[src/rtl/uart_pkg.sv]
// Shared UART definitions: transmitter state encoding, parity modes and
// small helpers used by the transmit controller.
package uart_pkg;

  // Transmitter sequencing states, one per section of the serial frame.
  typedef enum logic [2:0] {
    IDLE   = 3'd0,
    START  = 3'd1,
    DATA   = 3'd2,
    PARITY = 3'd3,
    STOP   = 3'd4
  } tx_state_e;

  // Parity mode encoding as it appears on the configuration port.
  // The fourth code (2'b11) is not listed and behaves like PAR_NONE.
  typedef enum logic [1:0] {
    PAR_NONE = 2'b00,
    PAR_EVEN = 2'b01,
    PAR_ODD  = 2'b10
  } par_mode_e;

  // True when the latched mode asks for a parity bit on the line.
  function automatic logic has_parity(input logic [1:0] mode);
    return (mode == PAR_EVEN) || (mode == PAR_ODD);
  endfunction

  // Parity bit for a byte: even mode sends the XOR of the data bits,
  // odd mode sends its inverse.
  function automatic logic parity_bit(input logic [7:0] data, input logic [1:0] mode);
    return (mode == PAR_ODD) ? ~(^data) : (^data);
  endfunction

endpackage

[src/rtl/uart_tx_ctrl_if.sv]
// Byte handshake between a requester and the UART transmit controller.
interface uart_tx_ctrl_if;

  logic       s_valid;
  logic       s_ready;
  logic [7:0] s_data;

  // The requester offers bytes and watches ready.
  modport master (
    output s_valid,
    output s_data,
    input  s_ready
  );

  // The transmit controller accepts bytes and drives ready.
  modport slave (
    input  s_valid,
    input  s_data,
    output s_ready
  );

endinterface

[src/rtl/uart_tx_ctrl.sv]
// UART transmit controller: one-entry holding register in front of a
// start/data/parity/stop sequencer paced by an external 1x baud tick.
// A byte held while a frame is on the line starts right after the last
// stop tick, so back-to-back frames have no idle gap.
module uart_tx_ctrl
  import uart_pkg::*;
(
  input  logic          clk,
  input  logic          arst_n,
  uart_tx_ctrl_if.slave s,
  input  logic [1:0]    cfg_parity,
  input  logic          cfg_stop2,
  input  logic          baud_tick,
  output logic          baud_active,
  output logic          txd,
  output logic          busy,
  output logic          frame_done
);

  tx_state_e  state_q, state_d;
  logic [7:0] shift_q, shift_d;
  logic [2:0] bit_cnt_q, bit_cnt_d;
  logic       stop_cnt_q, stop_cnt_d;
  logic [1:0] par_mode_q, par_mode_d;
  logic       par_bit_q, par_bit_d;
  logic       stop2_q, stop2_d;

  logic [7:0] hold_data_q, hold_data_d;
  logic [1:0] hold_parity_q, hold_parity_d;
  logic       hold_stop2_q, hold_stop2_d;
  logic       hold_full_q, hold_full_d;

  logic       txd_q, txd_d;
  logic       baud_active_q, baud_active_d;
  logic       busy_q, busy_d;
  logic       frame_done_q, frame_done_d;

  logic       load_frame;

  // Ready depends only on the holding register flop, never on s_valid.
  assign s.s_ready   = !hold_full_q;
  assign txd         = txd_q;
  assign baud_active = baud_active_q;
  assign busy        = busy_q;
  assign frame_done  = frame_done_q;

  // Next-state logic: accept into the holding register, advance the frame on
  // baud ticks, and precompute every output from the state being entered.
  always_comb begin
    state_d       = state_q;
    shift_d       = shift_q;
    bit_cnt_d     = bit_cnt_q;
    stop_cnt_d    = stop_cnt_q;
    par_mode_d    = par_mode_q;
    par_bit_d     = par_bit_q;
    stop2_d       = stop2_q;
    hold_data_d   = hold_data_q;
    hold_parity_d = hold_parity_q;
    hold_stop2_d  = hold_stop2_q;
    hold_full_d   = hold_full_q;
    frame_done_d  = 1'b0;
    load_frame    = 1'b0;

    if (s.s_valid && !hold_full_q) begin
      hold_data_d   = s.s_data;
      hold_parity_d = cfg_parity;
      hold_stop2_d  = cfg_stop2;
      hold_full_d   = 1'b1;
    end

    unique case (state_q)
      IDLE: begin
        load_frame = hold_full_q;
      end
      START: begin
        if (baud_tick) begin
          state_d   = DATA;
          bit_cnt_d = 3'd0;
        end
      end
      DATA: begin
        if (baud_tick) begin
          shift_d   = {1'b0, shift_q[7:1]};
          bit_cnt_d = bit_cnt_q + 3'd1;
          if (bit_cnt_q == 3'd7) begin
            state_d    = has_parity(par_mode_q) ? PARITY : STOP;
            stop_cnt_d = 1'b0;
          end
        end
      end
      PARITY: begin
        if (baud_tick) begin
          state_d    = STOP;
          stop_cnt_d = 1'b0;
        end
      end
      STOP: begin
        if (baud_tick) begin
          if (stop2_q && !stop_cnt_q) begin
            stop_cnt_d = 1'b1;
          end else begin
            frame_done_d = 1'b1;
            if (hold_full_q) begin
              load_frame = 1'b1;
            end else begin
              state_d = IDLE;
            end
          end
        end
      end
      default: begin
        state_d = IDLE;
      end
    endcase

    if (load_frame) begin
      state_d     = START;
      shift_d     = hold_data_q;
      par_mode_d  = hold_parity_q;
      par_bit_d   = parity_bit(hold_data_q, hold_parity_q);
      stop2_d     = hold_stop2_q;
      bit_cnt_d   = 3'd0;
      stop_cnt_d  = 1'b0;
      hold_full_d = 1'b0;
    end

    case (state_d)
      IDLE:    txd_d = 1'b1;
      START:   txd_d = 1'b0;
      DATA:    txd_d = shift_d[0];
      PARITY:  txd_d = par_bit_d;
      STOP:    txd_d = 1'b1;
      default: txd_d = 1'b1;
    endcase

    baud_active_d = (state_d != IDLE);
    busy_d        = (state_d != IDLE) || hold_full_d;
  end

  // State, datapath and registered outputs; reset drops any frame in flight.
  always_ff @(posedge clk or negedge arst_n) begin
    if (!arst_n) begin
      state_q       <= IDLE;
      shift_q       <= 8'd0;
      bit_cnt_q     <= 3'd0;
      stop_cnt_q    <= 1'b0;
      par_mode_q    <= 2'b00;
      par_bit_q     <= 1'b0;
      stop2_q       <= 1'b0;
      hold_data_q   <= 8'd0;
      hold_parity_q <= 2'b00;
      hold_stop2_q  <= 1'b0;
      hold_full_q   <= 1'b0;
      txd_q         <= 1'b1;
      baud_active_q <= 1'b0;
      busy_q        <= 1'b0;
      frame_done_q  <= 1'b0;
    end else begin
      state_q       <= state_d;
      shift_q       <= shift_d;
      bit_cnt_q     <= bit_cnt_d;
      stop_cnt_q    <= stop_cnt_d;
      par_mode_q    <= par_mode_d;
      par_bit_q     <= par_bit_d;
      stop2_q       <= stop2_d;
      hold_data_q   <= hold_data_d;
      hold_parity_q <= hold_parity_d;
      hold_stop2_q  <= hold_stop2_d;
      hold_full_q   <= hold_full_d;
      txd_q         <= txd_d;
      baud_active_q <= baud_active_d;
      busy_q        <= busy_d;
      frame_done_q  <= frame_done_d;
    end
  end

endmodule

[src/flat_wrapper.sv]
// flat-port wrapper written by rule: the top's interface ports become plain ports
module uart_tx_ctrl_flat import uart_pkg::*;
  (clk, arst_n, cfg_parity, cfg_stop2, baud_tick, baud_active, txd, busy, frame_done, s_s_valid, s_s_data, s_s_ready);
  uart_tx_ctrl_if s_i ();
  input  logic clk;
  input  logic arst_n;
  input  logic [1:0] cfg_parity;
  input  logic cfg_stop2;
  input  logic baud_tick;
  output logic baud_active;
  output logic txd;
  output logic busy;
  output logic frame_done;
  input wire logic [$bits(s_i.s_valid)-1:0] s_s_valid;
  input wire logic [$bits(s_i.s_data)-1:0] s_s_data;
  output wire logic [$bits(s_i.s_ready)-1:0] s_s_ready;
  assign s_i.s_valid = s_s_valid;
  assign s_i.s_data = s_s_data;
  assign s_s_ready = s_i.s_ready;
  uart_tx_ctrl u_core (.clk(clk), .arst_n(arst_n), .s(s_i), .cfg_parity(cfg_parity), .cfg_stop2(cfg_stop2), .baud_tick(baud_tick), .baud_active(baud_active), .txd(txd), .busy(busy), .frame_done(frame_done));
endmodule
[config.mk]
export PLATFORM = sky130hd
export DESIGN_NAME = uart_tx_ctrl_flat
export DESIGN_NICKNAME = d
export VERILOG_FILES = /design/src/rtl/uart_pkg.sv /design/src/rtl/uart_tx_ctrl_if.sv /design/src/rtl/uart_tx_ctrl.sv /design/src/flat_wrapper.sv
export SDC_FILE = /design/constraint.sdc
export NUM_CORES = 1
export LEC_CHECK = 0
export BUFFER_PORTS_ARGS = -buffer_cell sky130_fd_sc_hd__clkbuf_2
export CORE_MARGIN = 2
export CORE_UTILIZATION = 30
export DETAILED_ROUTE_END_ITERATION = 8
export RECOVER_POWER = 50
export SLEW_MARGIN = 40
export SYNTH_ARGS = -nofsm -noshare
export SYNTH_HDL_FRONTEND = slang
export SYNTH_SLANG_ARGS = --single-unit
export TNS_END_PERCENT = 5
[constraint.sdc]
create_clock -name clk -period 2.5 [get_ports clk]
set_input_delay 0.75 -clock clk [delete_from_list [all_inputs] [get_ports clk]]
set_output_delay 0.75 -clock clk [all_outputs]
set_load 0.005 [all_outputs]
# == Word level (Yosys, flattened, before mapping) ==
# Index checks and enable logic that the tools add are counted.
# word_totals
register_bits,35
input_bits,15
out_inout_bits,5
wordCells,87
# classes
add_sub_neg,1
n_eq_ne,17
n_mux,36
bitwise,1
reduce_logical,16
# op_table
cell,n
$mux 3,12
$mux 8,3
$mux 1,16
$pmux 3 s5,1
$eq 3x2->1 const B,4
$ne 3x2->1 const B,4
$reduce_xor 8->1,1
$eq 3x1->1 const B,2
$eq 3x3->1 const B,2
$ne 3x1->1 const B,2
$pmux 1 s3,2
$pmux 3 s2,1
$reduce_and 6->1,1
$reduce_bool 3->1,2
$eq 2x2->1 const B,2
$reduce_bool 2->1,2
$reduce_bool 4->1,1
$add 3x1->3 const B,1
$logic_not 3->1,1
$reduce_and 3->1,1
$eq 2x1->1 const B,1
$logic_and 1x1->1,2
$logic_not 1->1,2
$logic_or 1x1->1,2
3 further kinds,3

# == Depth between registers and ports, before layout ==
# Gate-level depths: netlist of run 1.
# depth
ltp_word,9
mapped_depth,7
mapped_depth_nobuf,7

# == Worst setup path before layout of run 1 ==
# Ideal clock, no wire load.
# synth_timing
path_kind,in2reg
from,input port baud_tick
to,register u_core.shift_q[6]
setup_time_ps,118
arrival_time_ps,1653
required_time_ps,2382
path_slack_ps,729
stages,6
n_path_buf,2
cell_sequence,a21bo_1 and2_1 buf_6 buf_2 a22o_1 a21o_1
# synth_via
elab_chain_cells,4
elab_cells_between_ends,6
classes_between,mux: 3; reduce/logical: 3
# synth_rtl
item,line_no,rtl
"start, declared",flat_wrapper.sv:9,input logic baud_tick;
$mux 1,uart_tx_ctrl.sv:98,if (baud_tick) begin
$pmux 1 s2,uart_tx_ctrl.sv:71,unique case (state_q)
$reduce_bool 2->1 (no source line),n/a,
$reduce_and 2->1 (no source line),n/a,
"end signal, assigned",uart_tx_ctrl.sv:160,shift_q <= shift_d;
"end, declared",uart_tx_ctrl.sv:21,"logic [7:0] shift_q, shift_d;"
# Several ways; a longest one is shown, not always the timed one.
# A chain may end at the register's enable or synchronous reset.

# == Worst setup path in the final report of run 1 ==
# layout_timing
from,register u_core.bit_cnt_q[0]
to,register u_core.busy_q (netlist: u_core.busy)
# layout_via
elab_chain_cells,7
# layout_rtl
item,line_no,rtl
"start, declared",uart_tx_ctrl.sv:22,"logic [2:0] bit_cnt_q, bit_cnt_d;"
"start signal, assigned",uart_tx_ctrl.sv:161,bit_cnt_q <= bit_cnt_d;
$eq 3x3->1,uart_tx_ctrl.sv:85,if (bit_cnt_q == 3'd7) begin
$mux 3,uart_tx_ctrl.sv:85,
$mux 3,uart_tx_ctrl.sv:82,if (baud_tick) begin
$pmux 3 s5,uart_tx_ctrl.sv:71,
$mux 3,uart_tx_ctrl.sv:116,if (load_frame) begin
named net u_core.state_d[2],uart_tx_ctrl.sv:20,"tx_state_e state_q, state_d;"
$reduce_bool 3->1,n/a,
named net u_core.baud_active_d,uart_tx_ctrl.sv:34,"logic baud_active_q, baud_active_d;"
$logic_or 1x1->1,uart_tx_ctrl.sv:137,busy_d = (state_d != IDLE) || hold_full_d;
named net u_core.busy_d,uart_tx_ctrl.sv:35,"logic busy_q, busy_d;"
"end signal, assigned",uart_tx_ctrl.sv:172,busy_q <= busy_d;
"end, declared",uart_tx_ctrl.sv:35,
# The timed path passes the listed nets, and every way through them passes these cells.

==> run summary, run 1 <==
outcome: finished clean
final instance area: 0.00192 mm^2
gr ovfl total: 0
Synth area leaders: dfrtp_1, mux2_2, xnor2_1, a22o_1, a21o_1
CP Capture Type: flip-flop
clk_skew: 7.19 ps
placer congestion estimate: 0.747
CP Launch Type: flip-flop
Reg-to-Reg Start: u_core.bit_cnt_q[0]$_DFFE_PN0P_
DRT iter0 DRCs: 58
worst hold path stage count: 1
wire length per cell: 13.4 um
Crit Path Category: reg -> reg
Residual DRC: 0
root buffer cell: clkbuf_8
# Max-Cap Violations: 0
dominant cell type by area after synthesis: dfrtp_1
hold slack: 484 ps
worst skew pair latency: 290 ps
Total GRT Usage: 11.5%
# hold bufs at CTS: 0
Core Util, Final: 36.9%
r2r setup slk: 580 ps
core area: 0.00520 mm^2
number of routed nets with antenna violations: 0
share of cells above drive strength 1: 30.6%
Final nets: 173
Critical Path RT: 2670 ps
clk slew on worst S/H paths: 70 ps
Vias/cell: 4.70
post-place setup slack: 400 ps
worst hold path class: reg -> reg
fmax: 521 MHz
DP Wirelength: 2.24 mm
Area Growth Syn to Fin: 16.4%
post-layout worst setup margin: 580 ps
PwrDens: 1390 mW/mm^2
top post-synthesis cells by count: dfrtp_1, mux2_2, xnor2_1
final setup fails: 0
CP Data Arrival Time: 2090 ps
Die Y: 78.1 um
Tmin final: 1920 ps
Fillers: 544
most common cell in the synthesized netlist: dfrtp_1
synth warn: 0
clk sinks: 35
placed insts: 219
R2R cell count: 6
PortBufs: 19
chip width: 78.1 um
worst-path fanout max: 4
Tot Pwr: 2.66 mW
Rows: 26
CTS tree: built
Synth top area share: 51.6%
total number of vias: 1068
Most used DFF post-synth: dfrtp_1
H-tree depth: 2
Pre-Repair DR Iteration Count: 4
initial core utilization: 31.7%
hold path endpoint: u_core.shift_q[5]$_DFFE_PN0P_
vias in the first global route: 1134
diode count: 0
Ports: 20
syn_area_per_cell: 12.4 um^2
EDFF count, synth: 0
initial antenna violation count: 0
Bufs on Longest Clock Path: 2
setup tns final: 0 ps
first-pass GRT wire length: 5.30 mm
worst-margin pin slew: 874 ps
Final Hold Viols: 0
CTS buffer count: 5
area post-placement: 0.00181 mm^2
drt total wl: 3.03 mm
largest net degree at the start of global routing: 36
max_slew headroom: 41.7%
Die ar.: 0.00610 mm^2
Post-synth ARST share: 100%
Seq/Total Area, Yosys: 53.2%
Post-CTS Setup Repair Bufs: 0
Slew Limit Fails: 0
Mapped Cells: 133
mapped cell area: 0.00165 mm^2
Synth cell types: 39
Lkg Pwr: 0.908 nW
syn nets: 150
Hold Startpoint: u_core.shift_q[5]$_DFFE_PN0P_
Yosys reg bits: 35
period utilization: 76.8%
worst ir drop on vdd: 0.503 mV
post-CTS sizing: 0
FF-to-FF End: u_core.busy$_DFF_PN0_
RSZ-0062 raised after global routing: no
Non-Filler Instances: 227
==> how the worst max path moves through the flow <==
| stage | endpoint | cells after the start | from |
|---|---|---|---|
| 6_report | u_core.busy$_DFF_PN0_ | 6 | u_core.bit_cnt_q[0]$_DFFE_PN0P_ |
| 3_5_place_dp | u_core.busy$_DFF_PN0_ | 6 | baud_tick |
| 4_1_cts | u_core.busy$_DFF_PN0_ | 6 | u_core.bit_cnt_q[0]$_DFFE_PN0P_ |
| 3_3_place_gp | u_core.busy$_DFF_PN0_ | 6 | baud_tick |
| 2_1_floorplan | u_core.shift_q[6]$_DFFE_PN0P_ | 6 | baud_tick |
| 5_1_grt | u_core.busy$_DFF_PN0_ | 6 | u_core.bit_cnt_q[0]$_DFFE_PN0P_ |
==> metal layers <==
metal,part of all wire (%),track usage [%]
met2,51,19.7
met5,0,0
met4,1.7,4.74
met1,43,12.9
met3,4.6,3.91
==> layout make-up <==
class                           instances  area (um^2)  share of cell area [%]
Sequential cell                        35          877                    45.7
Multi-Input combinational cell         87          712                    37.1
Timing Repair Buffer                   21          106                    5.54
Tap cell                               70         87.6                    4.57
Clock buffer                            5         68.8                    3.59
Clock inverter                          3         43.8                    2.28
Inverter                                6         22.5                    1.17
==> logic make-up (layout without fill, tap and decap cells) <==
logic type / Yosys count / in the layout / synth area share, %
adder cells (fa/ha/maj): 2 / 2 / 1.52
flip-flops: 35 / 35 / 53.2
multiplexers: 17 / 17 / 11.5
XOR/XNOR: 10 / 10 / 5.32
buffers and inverters: 11 / 35 / 3.57
AO/OA/AOI/OAI: 27 / 27 / 12.4
AND/OR/NAND/NOR: 31 / 31 / 12.5
==> flip-flops by register name, indices dropped and copies added (netlist names) <==
register              count
u_core.baud_active        1
u_core.bit_cnt_q          3
u_core.busy               1
u_core.frame_done         1
u_core.hold_data_q        8
u_core.hold_full_q        1
u_core.hold_parity_q      2
u_core.hold_stop2_q       1
u_core.par_bit_q          1
u_core.par_mode_q         2
u_core.shift_q            8
u_core.state_q            3
u_core.stop2_q            1
u_core.stop_cnt_q         1
u_core.txd                1
==> critical path, cell delays in order, from the launching register on <==
cell and delay (ps):
dfrtp_1 410, ha_1 210, ha_1 280, a21oi_1 150, o32ai_1 120, or3_4 410
or2_1 230
==> where the power goes <==
group          leakage [nW]  internal (mW)  switching (mW)
registers             0.426          0.832           0.215
clock network        0.0581          0.297           0.205
logic                 0.424          0.610           0.500
==> layout by cell type (no fill, tap or decap), drive strengths merged, types with 2 or more instances in the layout <==
master	Yosys	layout
dfrtp	34	34
xnor2	8	8
nor2b	2	2
nand3	2	2
o21a	2	2
o21ai	5	5
xor2	2	2
a21oi	2	2
o32ai	2	2
ha	2	2
nor2	7	7
clkbuf	1	25
nand2	3	3
or2	2	2
a21o	6	6
mux2	16	16
nor3	3	3
clkinv	0	2
inv	6	6
a22o	6	6
nand2b	4	4
Note: power is estimated with default switching activity, not from simulation.
==> run 2: changes to the inputs <==
==> constraint.sdc (replaced) <==
create_clock -name clk -period 1.85 [get_ports clk]
set_input_delay 0.555 -clock clk [delete_from_list [all_inputs] [get_ports clk]]
set_output_delay 0.555 -clock clk [all_outputs]
set_load 0.005 [all_outputs]
==> run 2 against run 1 <==
  * Via count is 1.7% higher
  * Maximum frequency is 9.9% higher
  * Largest cell class unchanged
  * Final cell count is 2.2% higher
  * Register-to-register slack worse by 480 ps
  * Sequential cell count stayed put
  * Combinational power is 47% higher
  * Utilization is 0.87 points higher
==> run summary, run 2 (synthesized netlist as in run 1, its figures left out) <==
outcome: finished clean (unchanged)
share of cells above drive strength 1: 34.0% (was 30.6%)
DP Wirelength: 2.32 mm (was 2.24 mm)
Die ar.: 0.00610 mm^2 (unchanged)
Bufs on Longest Clock Path: 2 (unchanged)
clk_skew: 16.4 ps (was 7.19 ps)
Largest regs: u_core.hold_data_q (8), u_core.shift_q (8) (unchanged)
wire length per cell: 13.2 um (was 13.4 um)
Routed met2 length: 1.48 mm (was 1.54 mm)
Fillers: 529 (was 544)
root buffer cell: clkbuf_8 (unchanged)
CP Launch Type: flip-flop (unchanged)
Clk network pwr share: 15.4% (was 18.9%)
Total GRT Usage: 11.6% (was 11.5%)
Tmin final: 1750 ps (was 1920 ps)
commonest non-fill, non-tap cell in the layout: dfrtp_1 (unchanged)
Ports: 20 (unchanged)
Switching Power: 1.25 mW (was 0.920 mW)
initial core utilization: 31.7% (unchanged)
post-place setup slack: -20.5 ps (was 400 ps)
vias in the first global route: 1140 (was 1134)
CTS buffer count: 5 (unchanged)
Reg area: 877 um^2 (unchanged)
Crit Path Category: reg -> reg (unchanged)
CP Data Arrival Time: 1930 ps (was 2090 ps)
R2R cell count: 6 (unchanged)
number of routed nets with antenna violations: 0 (unchanged)
area occupied by multi-input gates: 741 um^2 (was 712 um^2)
Final nets: 179 (was 173)
Tot Pwr: 3.58 mW (was 2.66 mW)
Residual DRC: 0 (unchanged)
Final Hold Viols: 0 (unchanged)
core area: 0.00520 mm^2 (unchanged)
internal power: 2.33 mW (was 1.74 mW)
worst hold path class: in -> async (was reg -> reg)
worst skew pair latency: 290 ps (about the same)
gr ovfl total: 0 (unchanged)
CP Capture Type: flip-flop (unchanged)
final instance area: 0.00196 mm^2 (was 0.00192 mm^2)
metal1 wirelength: 1.43 mm (was 1.30 mm)
r2r setup slk: 100 ps (was 580 ps)
Lkg Pwr: 0.922 nW (was 0.908 nW)
Rows: 26 (unchanged)
worst-margin pin slew: 961 ps (was 874 ps)
PortBufs: 19 (unchanged)
diode count: 0 (unchanged)
# Max-Cap Violations: 0 (unchanged)
DRT iter0 DRCs: 39 (was 58)
first-pass GRT wire length: 5.49 mm (was 5.30 mm)
most frequent cells in the layout: dfrtp_1, clkbuf_2, mux2_2 (unchanged)
final setup fails: 0 (unchanged)
RSZ-0062 raised after global routing: no (unchanged)
chip width: 78.1 um (unchanged)
CTS tree: built (unchanged)
period utilization: 94.4% (was 76.8%)
clk slew on worst S/H paths: 80 ps (was 70 ps)
Area Growth Syn to Fin: 19.1% (was 16.4%)
Core Util, Final: 37.7% (was 36.9%)
worst ir drop on vdd: 0.882 mV (was 0.503 mV)
fmax: 572 MHz (was 521 MHz)
post-layout worst setup margin: 103 ps (was 580 ps)
max_slew headroom: 35.9% (was 41.7%)
sw frac: 34.9% (was 34.6%)
drt total wl: 3.07 mm (was 3.03 mm)
placer congestion estimate: 0.890 (was 0.747)
area post-placement: 0.00186 mm^2 (was 0.00181 mm^2)
Critical Path RT: 2030 ps (was 2670 ps)
DR top layer: met4 (unchanged)
Comb pwr share: 45.4% (was 41.7%)
initial antenna violation count: 0 (unchanged)
PwrDens: 1820 mW/mm^2 (was 1390 mW/mm^2)
worst-path fanout max: 4 (unchanged)
Vias/cell: 4.68 (was 4.70)
clk sinks: 35 (unchanged)
largest net degree at the start of global routing: 20 (was 36)
sequential power share: 39.2% (was 39.4%)
FF-to-FF End: u_core.busy$_DFF_PN0_ (unchanged)
H-tree depth: 2 (unchanged)
Reg-to-Reg Start: u_core.bit_cnt_q[0]$_DFFE_PN0P_ (unchanged)
metal3 WL: 140 um (unchanged)
total number of vias: 1086 (was 1068)
Slew Limit Fails: 0 (unchanged)
Die Y: 78.1 um (unchanged)
Pre-Repair DR Iteration Count: 4 (unchanged)
run 2: final cells by class:
cell class	instances	share of cell area, %
Inverter	6	1.15
Multi-Input combinational cell	87	37.7
Clock inverter	1	0.255
Timing Repair Buffer	27	7.52
Clock buffer	6	4.21
Sequential cell	35	44.7
Tap cell	70	4.46
run 2: per-layer routing:
layer  up-vias  global-route usage, %
li1        521                      -
met1       536                   15.1
met2        27                   18.0
met3         2                   3.10
met4         0                   5.26
met5         -                      0
run 2: critical path: stages, from the launching register on:
cell     delay, ps
dfrtp_1        400
ha_2           210
ha_4           180
a21oi_1        130
o32ai_1        110
or3_4          410
or2_1          220
run 2: power by group through the flow:
stage	logic (mW)	registers, mW	clock network, mW
5_1_grt	1.81	1.47	0.600
6_report	1.63	1.40	0.550
3_5_place_dp	1.60	1.41	0
3_3_place_gp	1.56	1.39	0
2_1_floorplan	1.28	1.32	0
4_1_cts	1.61	1.39	0.571
run 2: what timing repair did:
item	CTS	global route
buffers inserted	0	1
hold buffers	0	0
gates resized for setup	1	4
endpoints found under the setup margin	1	2
pin swaps	0	1
hold endpoints to repair	0	0
run 2: how the worst max path moves through the flow:
stage                                          startpoint                    end  slack (ps)
after floorplan           u_core.bit_cnt_q[0]$_DFFE_PN0P_  u_core.busy$_DFF_PN0_         100
after global placement    u_core.bit_cnt_q[0]$_DFFE_PN0P_  u_core.busy$_DFF_PN0_          40
after detailed placement  u_core.bit_cnt_q[0]$_DFFE_PN0P_  u_core.busy$_DFF_PN0_         -20
final                     u_core.bit_cnt_q[0]$_DFFE_PN0P_  u_core.busy$_DFF_PN0_         100
after global routing          u_core.state_q[1]$_DFF_PN0_   u_core.txd$_DFF_PN1_          10
after CTS                 u_core.bit_cnt_q[0]$_DFFE_PN0P_  u_core.busy$_DFF_PN0_          40
run 2: stage by stage:
stage	TNS (ps)	hold WS [ps]	cells
6_report	0	392	232
5_1_grt	0	465	232
4_1_cts	0	223	231
3_5_place_dp	-20.5	470	224
3_3_place_gp	0	462	224
2_1_floorplan	0	259	133
==> run 3: changes to the inputs <==
--- a/config.mk
+++ b/config.mk
@@ -7,8 +7,9 @@
 export LEC_CHECK = 0
 export BUFFER_PORTS_ARGS = -buffer_cell sky130_fd_sc_hd__clkbuf_2
 export CORE_MARGIN = 2
-export CORE_UTILIZATION = 30
+export CORE_UTILIZATION = 50
 export DETAILED_ROUTE_END_ITERATION = 8
+export PLACE_DENSITY = 0.7
 export RECOVER_POWER = 50
 export SLEW_MARGIN = 40
 export SYNTH_ARGS = -nofsm -noshare
==> run 3 against run 2 <==
  * First-iteration DRC count is 5.1% lower
  * Sequential cell count unchanged
  * Sequential power about the same
  * Critical path depth unchanged
  * Register-to-register slack about the same
  * Via count grew 0.37%
  * Sequential share of layout area is 0.99 points higher
  * Utilization rose by 24 points
  * Final cell count shrank 11%
  * Design area fell by 2.2%
  * Global-route usage rose by 6.4 points
  * Largest power group unchanged
==> run summary, run 3 (synthesized netlist as in run 1, its figures left out) <==
largest net degree at the start of global routing: 20 (unchanged)
Reg area: 877 um^2 (unchanged)
H-tree depth: 2 (unchanged)
root buffer cell: clkbuf_4 (was clkbuf_8)
PortBufs: 19 (unchanged)
Lkg Pwr: 0.915 nW (was 0.922 nW)
area occupied by multi-input gates: 731 um^2 (was 741 um^2)
first-pass GRT wire length: 4.73 mm (was 5.49 mm)
gr ovfl total: 0 (unchanged)
CP Launch Type: flip-flop (unchanged)
setup tns final: 0 ps (unchanged)
period utilization: 94.0% (was 94.4%)
Slew Limit Fails: 0 (unchanged)
Rows: 20 (was 26)
sequential power share: 39.8% (was 39.2%)
PwrDens: 1800 mW/mm^2 (was 1820 mW/mm^2)
drt total wl: 2.88 mm (was 3.07 mm)
Switching Power: 1.21 mW (was 1.25 mW)
worst hold path class: in -> async (unchanged)
Post-CTS Setup Repair Bufs: 0 (unchanged)
Fillers: 269 (was 529)
Crit Path Category: reg -> reg (unchanged)
CP Data Arrival Time: 1970 ps (was 1930 ps)
# hold bufs at CTS: 0 (unchanged)
initial antenna violation count: 0 (unchanged)
worst-margin pin slew: 1030 ps (was 961 ps)
post-CTS sizing: 1 (unchanged)
FF-to-FF End: u_core.busy$_DFF_PN0_ (unchanged)
CP Capture Type: flip-flop (unchanged)
worst-path fanout max: 4 (unchanged)
r2r setup slk: 110 ps (was 100 ps)
Die ar.: 0.00377 mm^2 (was 0.00610 mm^2)
fmax: 575 MHz (was 572 MHz)
Tmin final: 1740 ps (was 1750 ps)
Bufs on Longest Clock Path: 2 (unchanged)
placer congestion estimate: 0.876 (was 0.890)
Area Growth Syn to Fin: 16.6% (was 19.1%)
initial core utilization: 53.1% (was 31.7%)
worst skew pair latency: 330 ps (was 290 ps)
Largest regs: u_core.hold_data_q (8), u_core.shift_q (8) (unchanged)
Non-Filler Instances: 207 (was 232)
# Max-Cap Violations: 0 (unchanged)
Vias/cell: 5.27 (was 4.68)
sw frac: 35.1% (was 34.9%)
core area: 0.00310 mm^2 (was 0.00520 mm^2)
total number of vias: 1090 (was 1086)
RSZ-0062 raised after global routing: no (unchanged)
Critical Path RT: 2080 ps (was 2030 ps)
vias in the first global route: 1015 (was 1140)
Total GRT Usage: 18.0% (was 11.6%)
CTS tree: built (unchanged)
max_slew headroom: 31.2% (was 35.9%)
wire length per cell: 13.9 um (was 13.2 um)
chip width: 61.4 um (was 78.1 um)
Residual DRC: 0 (unchanged)
CTS buffer count: 5 (unchanged)
Pre-Repair DR Iteration Count: 4 (unchanged)
clk_skew: 7.57 ps (was 16.4 ps)
Ports: 20 (unchanged)
final setup fails: 0 (unchanged)
Die Y: 61.4 um (was 78.1 um)
Final nets: 179 (unchanged)
diode count: 0 (unchanged)
clk sinks: 35 (unchanged)
placed insts: 199 (was 224)
share of cells above drive strength 1: 33.7% (was 34.0%)
worst ir drop on vdd: 0.910 mV (was 0.882 mV)
R2R cell count: 6 (unchanged)
clk slew on worst S/H paths: 100 ps (was 80 ps)
internal power: 2.24 mW (was 2.33 mW)
Core Util, Final: 61.9% (was 37.7%)
Clk network pwr share: 12.6% (was 15.4%)
DRT iter0 DRCs: 37 (was 39)
Final Hold Viols: 0 (unchanged)
Reg-to-Reg Start: u_core.bit_cnt_q[0]$_DFFE_PN0P_ (unchanged)
most frequent cells in the layout: dfrtp_1, clkbuf_2, mux2_2 (unchanged)
number of routed nets with antenna violations: 0 (unchanged)
commonest non-fill, non-tap cell in the layout: dfrtp_1 (unchanged)
Comb pwr share: 47.6% (was 45.4%)
outcome: finished clean (unchanged)
DP Wirelength: 2.10 mm (was 2.32 mm)
## run 3: power by group through the flow
stage,registers [mW],clock network [mW],logic [mW]
floorplan,1.32,0,1.28
global placement,1.38,0,1.61
detailed placement,1.39,0,1.65
CTS,1.38,0.448,1.66
global route,1.43,0.477,1.83
finish,1.38,0.435,1.65
## run 3: area by class of cell
class	count	share of cell area, %
Clock buffer	7	2.87
Tap cell	44	2.87
Clock inverter	1	0.261
Multi-Input combinational cell	87	38.0
Timing Repair Buffer	27	9.12
Inverter	6	1.17
Sequential cell	35	45.7
## run 3: stage by stage
stage / instance area, um^2 / hold WS [ps] / power, mW / setup slack [ps]
global route: 1920 / 423 / 3.74 / 37.2
finish: 1920 / 371 / 3.46 / 112
floorplan: 1650 / 259 / 2.60 / 95.6
detailed placement: 1850 / 465 / 3.04 / 3.93
global placement: 1850 / 461 / 2.98 / 40.5
CTS: 1910 / 164 / 3.48 / 39.4
## run 3: worst max-delay path by stage
stage / start / to / slack [ps]
5_1_grt: u_core.bit_cnt_q[0]$_DFFE_PN0P_ / u_core.busy$_DFF_PN0_ / 40
6_report: u_core.bit_cnt_q[0]$_DFFE_PN0P_ / u_core.busy$_DFF_PN0_ / 110
3_5_place_dp: u_core.bit_cnt_q[0]$_DFFE_PN0P_ / u_core.busy$_DFF_PN0_ / 4
3_3_place_gp: u_core.bit_cnt_q[0]$_DFFE_PN0P_ / u_core.busy$_DFF_PN0_ / 40
2_1_floorplan: u_core.bit_cnt_q[0]$_DFFE_PN0P_ / u_core.busy$_DFF_PN0_ / 100
4_1_cts: u_core.bit_cnt_q[0]$_DFFE_PN0P_ / u_core.busy$_DFF_PN0_ / 40
## run 3: metal layers
| layer | global-route usage [%] | vias to the layer above | routed length (um) | part of all wire, % |
|---|---|---|---|---|
| li1 | - | 523 | - | - |
| met1 | 24.7 | 537 | 1440 | 50 |
| met2 | 26.0 | 22 | 1290 | 45 |
| met3 | 4.62 | 8 | 90 | 3.1 |
| met4 | 10.0 | 0 | 59 | 2.1 |
| met5 | 0 | - | 0 | 0 |
## run 3: critical path, stage by stage (launching register included)
cell,delay [ps]
dfrtp_1,420
ha_2,210
ha_4,180
a21oi_2,110
o32ai_1,100
or3_4,400
or2_1,220
